==> src/rtl/alu_pkg.sv <==
// Shared ALU execution types, opcodes and result function.
// Used by the ALU execute stage and its result buffer.
package alu_pkg;

  localparam int TAG_W  = 4;
  localparam int DATA_W = 32;
  localparam int OP_W   = 5;
  localparam int LANE_W = 1 + TAG_W + DATA_W;

  localparam logic [OP_W-1:0] OP_ADD  = 5'd0;
  localparam logic [OP_W-1:0] OP_SUB  = 5'd1;
  localparam logic [OP_W-1:0] OP_AND  = 5'd2;
  localparam logic [OP_W-1:0] OP_OR   = 5'd3;
  localparam logic [OP_W-1:0] OP_XOR  = 5'd4;
  localparam logic [OP_W-1:0] OP_SLL  = 5'd5;
  localparam logic [OP_W-1:0] OP_SRL  = 5'd6;
  localparam logic [OP_W-1:0] OP_SRA  = 5'd7;
  localparam logic [OP_W-1:0] OP_SLT  = 5'd8;
  localparam logic [OP_W-1:0] OP_SLTU = 5'd9;
  localparam logic [OP_W-1:0] OP_EQ   = 5'd10;
  localparam logic [OP_W-1:0] OP_NE   = 5'd11;
  localparam logic [OP_W-1:0] OP_LT   = 5'd12;
  localparam logic [OP_W-1:0] OP_GE   = 5'd13;
  localparam logic [OP_W-1:0] OP_LTU  = 5'd14;
  localparam logic [OP_W-1:0] OP_GEU  = 5'd15;

  typedef struct packed {
    logic              valid;
    logic [OP_W-1:0]   op;
    logic [DATA_W-1:0] a;
    logic [DATA_W-1:0] b;
    logic [TAG_W-1:0]  tag;
  } s1_t;

  function automatic logic [DATA_W-1:0] alu_compute(
    input logic [OP_W-1:0]   op,
    input logic [DATA_W-1:0] a,
    input logic [DATA_W-1:0] b
  );
    logic [DATA_W-1:0] r;
    logic [4:0]        sh;
    r  = '0;
    sh = b[4:0];
    case (op)
      OP_ADD:  r = a + b;
      OP_SUB:  r = a - b;
      OP_AND:  r = a & b;
      OP_OR:   r = a | b;
      OP_XOR:  r = a ^ b;
      OP_SLL:  r = a << sh;
      OP_SRL:  r = a >> sh;
      OP_SRA:  r = $signed(a) >>> sh;
      OP_SLT,
      OP_LT:   r = {31'd0, $signed(a) < $signed(b)};
      OP_SLTU,
      OP_LTU:  r = {31'd0, a < b};
      OP_EQ:   r = {31'd0, a == b};
      OP_NE:   r = {31'd0, a != b};
      OP_GE:   r = {31'd0, $signed(a) >= $signed(b)};
      OP_GEU:  r = {31'd0, a >= b};
      default: r = '0;
    endcase
    return r;
  endfunction

endpackage

==> src/rtl/alu_exec_unit_result_fifo.sv <==
// Parameterised result buffer with push/pop/flush.
// Head entry is read straight from the storage array.
module result_fifo #(
  parameter int W     = 36,
  parameter int DEPTH = 4,
  parameter int CW    = $clog2(DEPTH) + 1
) (
  input  logic          clk,
  input  logic          rst_n,
  input  logic          i_push,
  input  logic          i_pop,
  input  logic          i_flush,
  input  logic [W-1:0]  i_din,
  output logic [W-1:0]  o_dout,
  output logic          o_valid,
  output logic [CW-1:0] o_count
);

  localparam int AW = $clog2(DEPTH);

  logic [W-1:0]  r_mem [DEPTH];
  logic [AW-1:0] r_wr;
  logic [AW-1:0] r_rd;
  logic [CW-1:0] r_count;
  logic          w_full;
  logic          w_push;
  logic          w_pop;

  assign w_full  = (r_count == CW'(DEPTH));
  assign w_pop   = i_pop && (r_count != '0);
  assign w_push  = i_push && (!w_full || w_pop);
  assign o_dout  = r_mem[r_rd];
  assign o_valid = (r_count != '0);
  assign o_count = r_count;

  // Storage, pointers and occupancy count.
  always_ff @(posedge clk or negedge rst_n) begin
    if (!rst_n) begin
      r_wr    <= '0;
      r_rd    <= '0;
      r_count <= '0;
      for (int i = 0; i < DEPTH; i++) r_mem[i] <= '0;
    end else if (i_flush) begin
      r_wr    <= '0;
      r_rd    <= '0;
      r_count <= '0;
    end else begin
      if (w_push) begin
        r_mem[r_wr] <= i_din;
        r_wr        <= r_wr + 1'b1;
      end
      if (w_pop) r_rd <= r_rd + 1'b1;
      case ({w_push, w_pop})
        2'b10:   r_count <= r_count + 1'b1;
        2'b01:   r_count <= r_count - 1'b1;
        default: r_count <= r_count;
      endcase
    end
  end

endmodule

==> src/rtl/alu_exec_unit.sv <==
// ALU execute stage: operand register, result compute, result FIFO.
// Presents one CDB lane with valid/grant and issue backpressure.
module alu_exec_unit
  import alu_pkg::*;
#(
  parameter int FIFO_DEPTH = 4
) (
  input  logic        clk,
  input  logic        rst_n,
  input  logic        rdy,
  input  logic        flush,
  input  logic        alu_ready,
  input  logic [4:0]  alu_oprand,
  input  logic [31:0] a,
  input  logic [31:0] b,
  input  logic [3:0]  alu_tag,
  output logic        alu_free,
  output logic        out_valid,
  output logic [3:0]  out_tag,
  output logic [31:0] out_value,
  input  logic        cdb_grant
);

  localparam int CW = $clog2(FIFO_DEPTH) + 1;
  localparam int FW = TAG_W + DATA_W;

  s1_t               r_s1;
  logic              w_accept;
  logic              w_push;
  logic              w_pop;
  logic              w_flush;
  logic [DATA_W-1:0] w_result;
  logic [FW-1:0]     w_head;
  logic              w_fvalid;
  logic [CW-1:0]     w_count;
  logic [CW-1:0]     w_occ;
  logic [LANE_W-1:0] w_lane;

  assign w_occ    = w_count + {{(CW-1){1'b0}}, r_s1.valid};
  assign alu_free = (w_occ < CW'(FIFO_DEPTH));
  assign w_accept = alu_ready && alu_free && rdy && !flush;
  assign w_flush  = flush && rdy;
  assign w_push   = r_s1.valid && rdy && !flush;
  assign w_pop    = w_fvalid && cdb_grant && rdy && !flush;
  assign w_result = alu_compute(r_s1.op, r_s1.a, r_s1.b);

  assign w_lane    = {w_fvalid, w_head};
  assign out_valid = w_lane[LANE_W-1];
  assign out_tag   = w_lane[DATA_W +: TAG_W];
  assign out_value = w_lane[DATA_W-1:0];

  // Operand stage: capture accepted issue, drop on flush.
  always_ff @(posedge clk or negedge rst_n) begin
    if (!rst_n) begin
      r_s1 <= '0;
    end else if (rdy) begin
      if (flush) begin
        r_s1.valid <= 1'b0;
      end else begin
        r_s1.valid <= w_accept;
        if (w_accept) begin
          r_s1.op  <= alu_oprand;
          r_s1.a   <= a;
          r_s1.b   <= b;
          r_s1.tag <= alu_tag;
        end
      end
    end
  end

  result_fifo #(
    .W     (FW),
    .DEPTH (FIFO_DEPTH),
    .CW    (CW)
  ) u_fifo (
    .clk     (clk),
    .rst_n   (rst_n),
    .i_push  (w_push),
    .i_pop   (w_pop),
    .i_flush (w_flush),
    .i_din   ({r_s1.tag, w_result}),
    .o_dout  (w_head),
    .o_valid (w_fvalid),
    .o_count (w_count)
  );

  a_no_issue_when_full: assert property (
    @(posedge clk) disable iff (!rst_n)
    !(alu_ready && !alu_free && rdy && !flush)
  );

endmodule

==> config.mk <==
export PLATFORM = sky130hd
export DESIGN_NAME = alu_exec_unit
export DESIGN_NICKNAME = d
export VERILOG_FILES = /design/src/rtl/alu_pkg.sv /design/src/rtl/alu_exec_unit_result_fifo.sv /design/src/rtl/alu_exec_unit.sv
export SDC_FILE = /design/constraint.sdc
export NUM_CORES = 1
export LEC_CHECK = 0
export ABC_AREA = 0
export CAP_MARGIN = 20
export CELL_PAD_IN_SITES_DETAIL_PLACEMENT = 1
export CELL_PAD_IN_SITES_GLOBAL_PLACEMENT = 1
export CORE_ASPECT_RATIO = 2
export CORE_UTILIZATION = 49
export CTS_BUF_LIST = sky130_fd_sc_hd__clkbuf_2
export DETAILED_ROUTE_END_ITERATION = 10
export HOLD_SLACK_MARGIN = 0.06
export PLACE_DENSITY = 0.94
export SETUP_SLACK_MARGIN = 0.3
export SYNTH_ARGS = -nofsm -noshare
export SYNTH_HDL_FRONTEND = slang
export SYNTH_SLANG_ARGS = --single-unit
==> constraint.sdc <==
create_clock -name clk -period 5.3 [get_ports clk]
set_input_delay 1.325 -clock clk [delete_from_list [all_inputs] [get_ports clk]]
set_output_delay 1.325 -clock clk [all_outputs]
set_load 0.03 [all_outputs]
==> results.ini <==
[grt]
largest_net_degree_at_the_start_of_global_routing=126
grt_usage_pct=43.37
antenna_violations_before_repair=4
globalRouteOverflowTotal=0
first_global_vias=19680
global_route_wire_length_before_repair_um=125800

[logic_synthesis]
synth-compound-area-share_pct=20.11
synth.net_count=2229
synth_top_family_by_area=multiplexers
synth-seq-cells=225
synth.yosys.seq_area_share_pct=29.64
synth_xor_area_share_pct=0.4611
synth-warning-count=0
synthMuxAreaShare_pct=22.60
syn_inst=2042
synth-main-ff-cell=dfrtp_1
yosys.area_share.simple_pct=13.85
post_synth_design_cell_area_mm2=0.01899
synth_adder_area_share_pct=7.233
synthArstFlopShare_pct=100.0
synth_largest_area_cell=dfrtp_1
yosys-top-cells-area=dfrtp_1 (30%), mux2_2 (10%), mux4_2 (9.6%), ha_1 (6.9%), nand2_1 (4.7%)
synth.most_common_cell=nand2_1
synthesis.area_per_instance_um2=9.301
top_cells_by_instance_count_after_synthesis=nand2_1 (240), dfrtp_1 (225), mux2_2 (177)
netlist-cell-type-count=106
synth_largest_type_area_fraction_pct=29.64
number_of_flops_mapped_to_enable_cells_by_yosys=0

[clocking]
cts_setup_buffers=0
postCtsResizedCells=0
clock_insertion_delay_worst_skew_ns=0.99
clock_tree_from_tritoncts=yes
root_buffer_cell=clkbuf_2
path_clk_slew_ns=0.17
cts_inserted_buffers=53
clk_path_buf_depth=3
cts_max_level=2
cts_sink_count=225
holdBufCountCts=0

[cells_and_area]
layout.cell_area.non_filler_mm2=0.02102
final_layout_size_suffix_gt1_share_pct=20.35
nNetsFinal=2293
final-instance-count-excl-fill=2668
area_growth_pct=10.69
post-route-util_pct=55.27

[floorplan]
io-pin-count=117
placeableCoreArea_mm2=0.03804
die_width_um=141.2
chipHeight_um=280.4
initial_cell_density_of_the_core_pct=49.93
rows=101
die_footprint_mm2=0.03960

[route]
drt_iter0_drc=1188
drt_pass1_iterations=5
num_vias=18200
route.detailed.drc=0
postRouteWirelength_um=83990
count_of_nets_left_with_antenna_violations_after_detail_routing=0
viasPerCell=6.823
avgRoutedWirePerCell_um=31.48

[run]
max_cap_viol_count=0

[critical_path]
critPathLaunchType=flip-flop
critical_path.max_fanout=24
critPathMaxStageDelay_ns=0.74
cp_cell_sequence=buf_12, mux4_2, clkdlybuf4s50_1
critical-path-slowest-cell=dfrtp_2
crit_arrival_ns=3.22
endpoint_kind=primary output
critical_path_type=flip-flop to primary output
timing.critical_path.required_ns=3.97

[sta]
post-route-worst-setup-slack_ns=0.7528
timing_max_transition_violations_final=0
rsz_0062_raised_after_global_routing=no
timing.final.hold_violations=0
min_period_ns=4.547
layout_worst_path_cycle_share_pct=85.80
finalSetupTns_ns=0
achievable-frequency_mhz=219.9
max_slew_headroom_pct=15.39
finalClockSkew_ns=0.08675
hold-worst-slack_ns=0.3930
max_slew.worst_pin.slew_ns=1.259
setup_viols_final=0

[place]
numPlacedInstances=2565
finalWeightedCongestion=1.072
place_ws_ns=0.9342
dp_hpwl_um=64070
placedInstanceArea_mm2=0.02051
port_buffers=116

[worst_hold_path]
timing.hold.worst.class=primary input to async pin

[power]
powerDensity_mw_per_mm2=437.7
overall_power_mw=9.202
power_leakage_nw=9.149
vdd_ir_drop_max_mv=0.3349

[status]
outcome=finished, final reports clean

==> cells by family after synthesis <==
kind of cell             after synthesis
XOR/XNOR                              10
multiplexers                         305
AND/OR/NAND/NOR                      566
flip-flops                           225
buffers and inverters                269
AO/OA/AOI/OAI                        559
adder cells (fa/ha/maj)              108
==> state kept, by name, indices dropped and copies added (netlist names) <==
signal and count:
r_s1 74, u_fifo.o_count 3, u_fifo.r_mem 144, u_fifo.r_rd 2, u_fifo.r_wr 2
==> layout make-up <==
| class | instances | area (µm²) |
|---|---|---|
| Antenna cell | 6 | 15.01 |
| Clock buffer | 73 | 365.4 |
| Clock inverter | 23 | 123.9 |
| Fill cell | 4385 | 17010 |
| Inverter | 107 | 401.6 |
| Multi-Input combinational cell | 1548 | 12230 |
| Sequential cell | 225 | 5639 |
| Tap cell | 515 | 644.4 |
| Timing Repair Buffer | 171 | 1609 |
==> layer usage <==
layer	up-vias	part of all wire, %	track usage [%]
met5	-	0	0
met3	401	6.3	8.790
met1	9173	33	42.83
li1	7698	-	-
met2	931	50	74.83
met4	0	11	41.56
==> where the power goes <==
group / leakage [nW] / switching (mW) / internal, mW
logic: 5.87 / 3.47 / 2.03
clock network: 0.361 / 0.783 / 0.431
registers: 2.92 / 0.444 / 2.04
total: 9.15 / 4.70 / 4.51
==> worst max-delay path, delay by kind of cell, from the launching register on <==
family,cells,cell delay [ns]
buffers and inverters,2,0.92
DFF,1,0.74
muxes,1,0.58
==> path summary, 6_finish.rpt <==
| path | startpoint | endpoint | slack [ns] | cells past startpoint |
|---|---|---|---|---|
| worst max register to register | r_s1[4] | u_fifo.r_mem[0] | 0.75 | 12 |
| min in group clk | u_fifo.r_mem[104] | u_fifo.r_mem[104] | 0.49 | 2 |
| worst min-delay path | rst_n | r_s1[34] | 0.39 | 1 |
| worst min register to register | u_fifo.r_mem[104] | u_fifo.r_mem[104] | 0.49 | 2 |
| worst max-delay path | u_fifo.r_rd[0] | out_value[11] | 0.75 | 3 |
| max in group asynchronous | rst_n | u_fifo.r_mem[78] | 3.85 | 2 |
==> cells in the final DEF, fill, tap and decap left out, types with 27 or more instances in the layout <==
master           instances
a21oi_1                125
o21ai_0                129
ha_1                   105
clkbuf_2                73
dfrtp_1                220
clkdlybuf4s50_1        115
mux2_2                 177
a221oi_1                31
mux4_2                  81
nand2_1                240
o211ai_1                43
nor2_1                 151
buf_4                   52
a211oi_1                27
mux2i_1                 46
nor3_1                  34
inv_1                  106
Power figures use the tool's default switching activity.
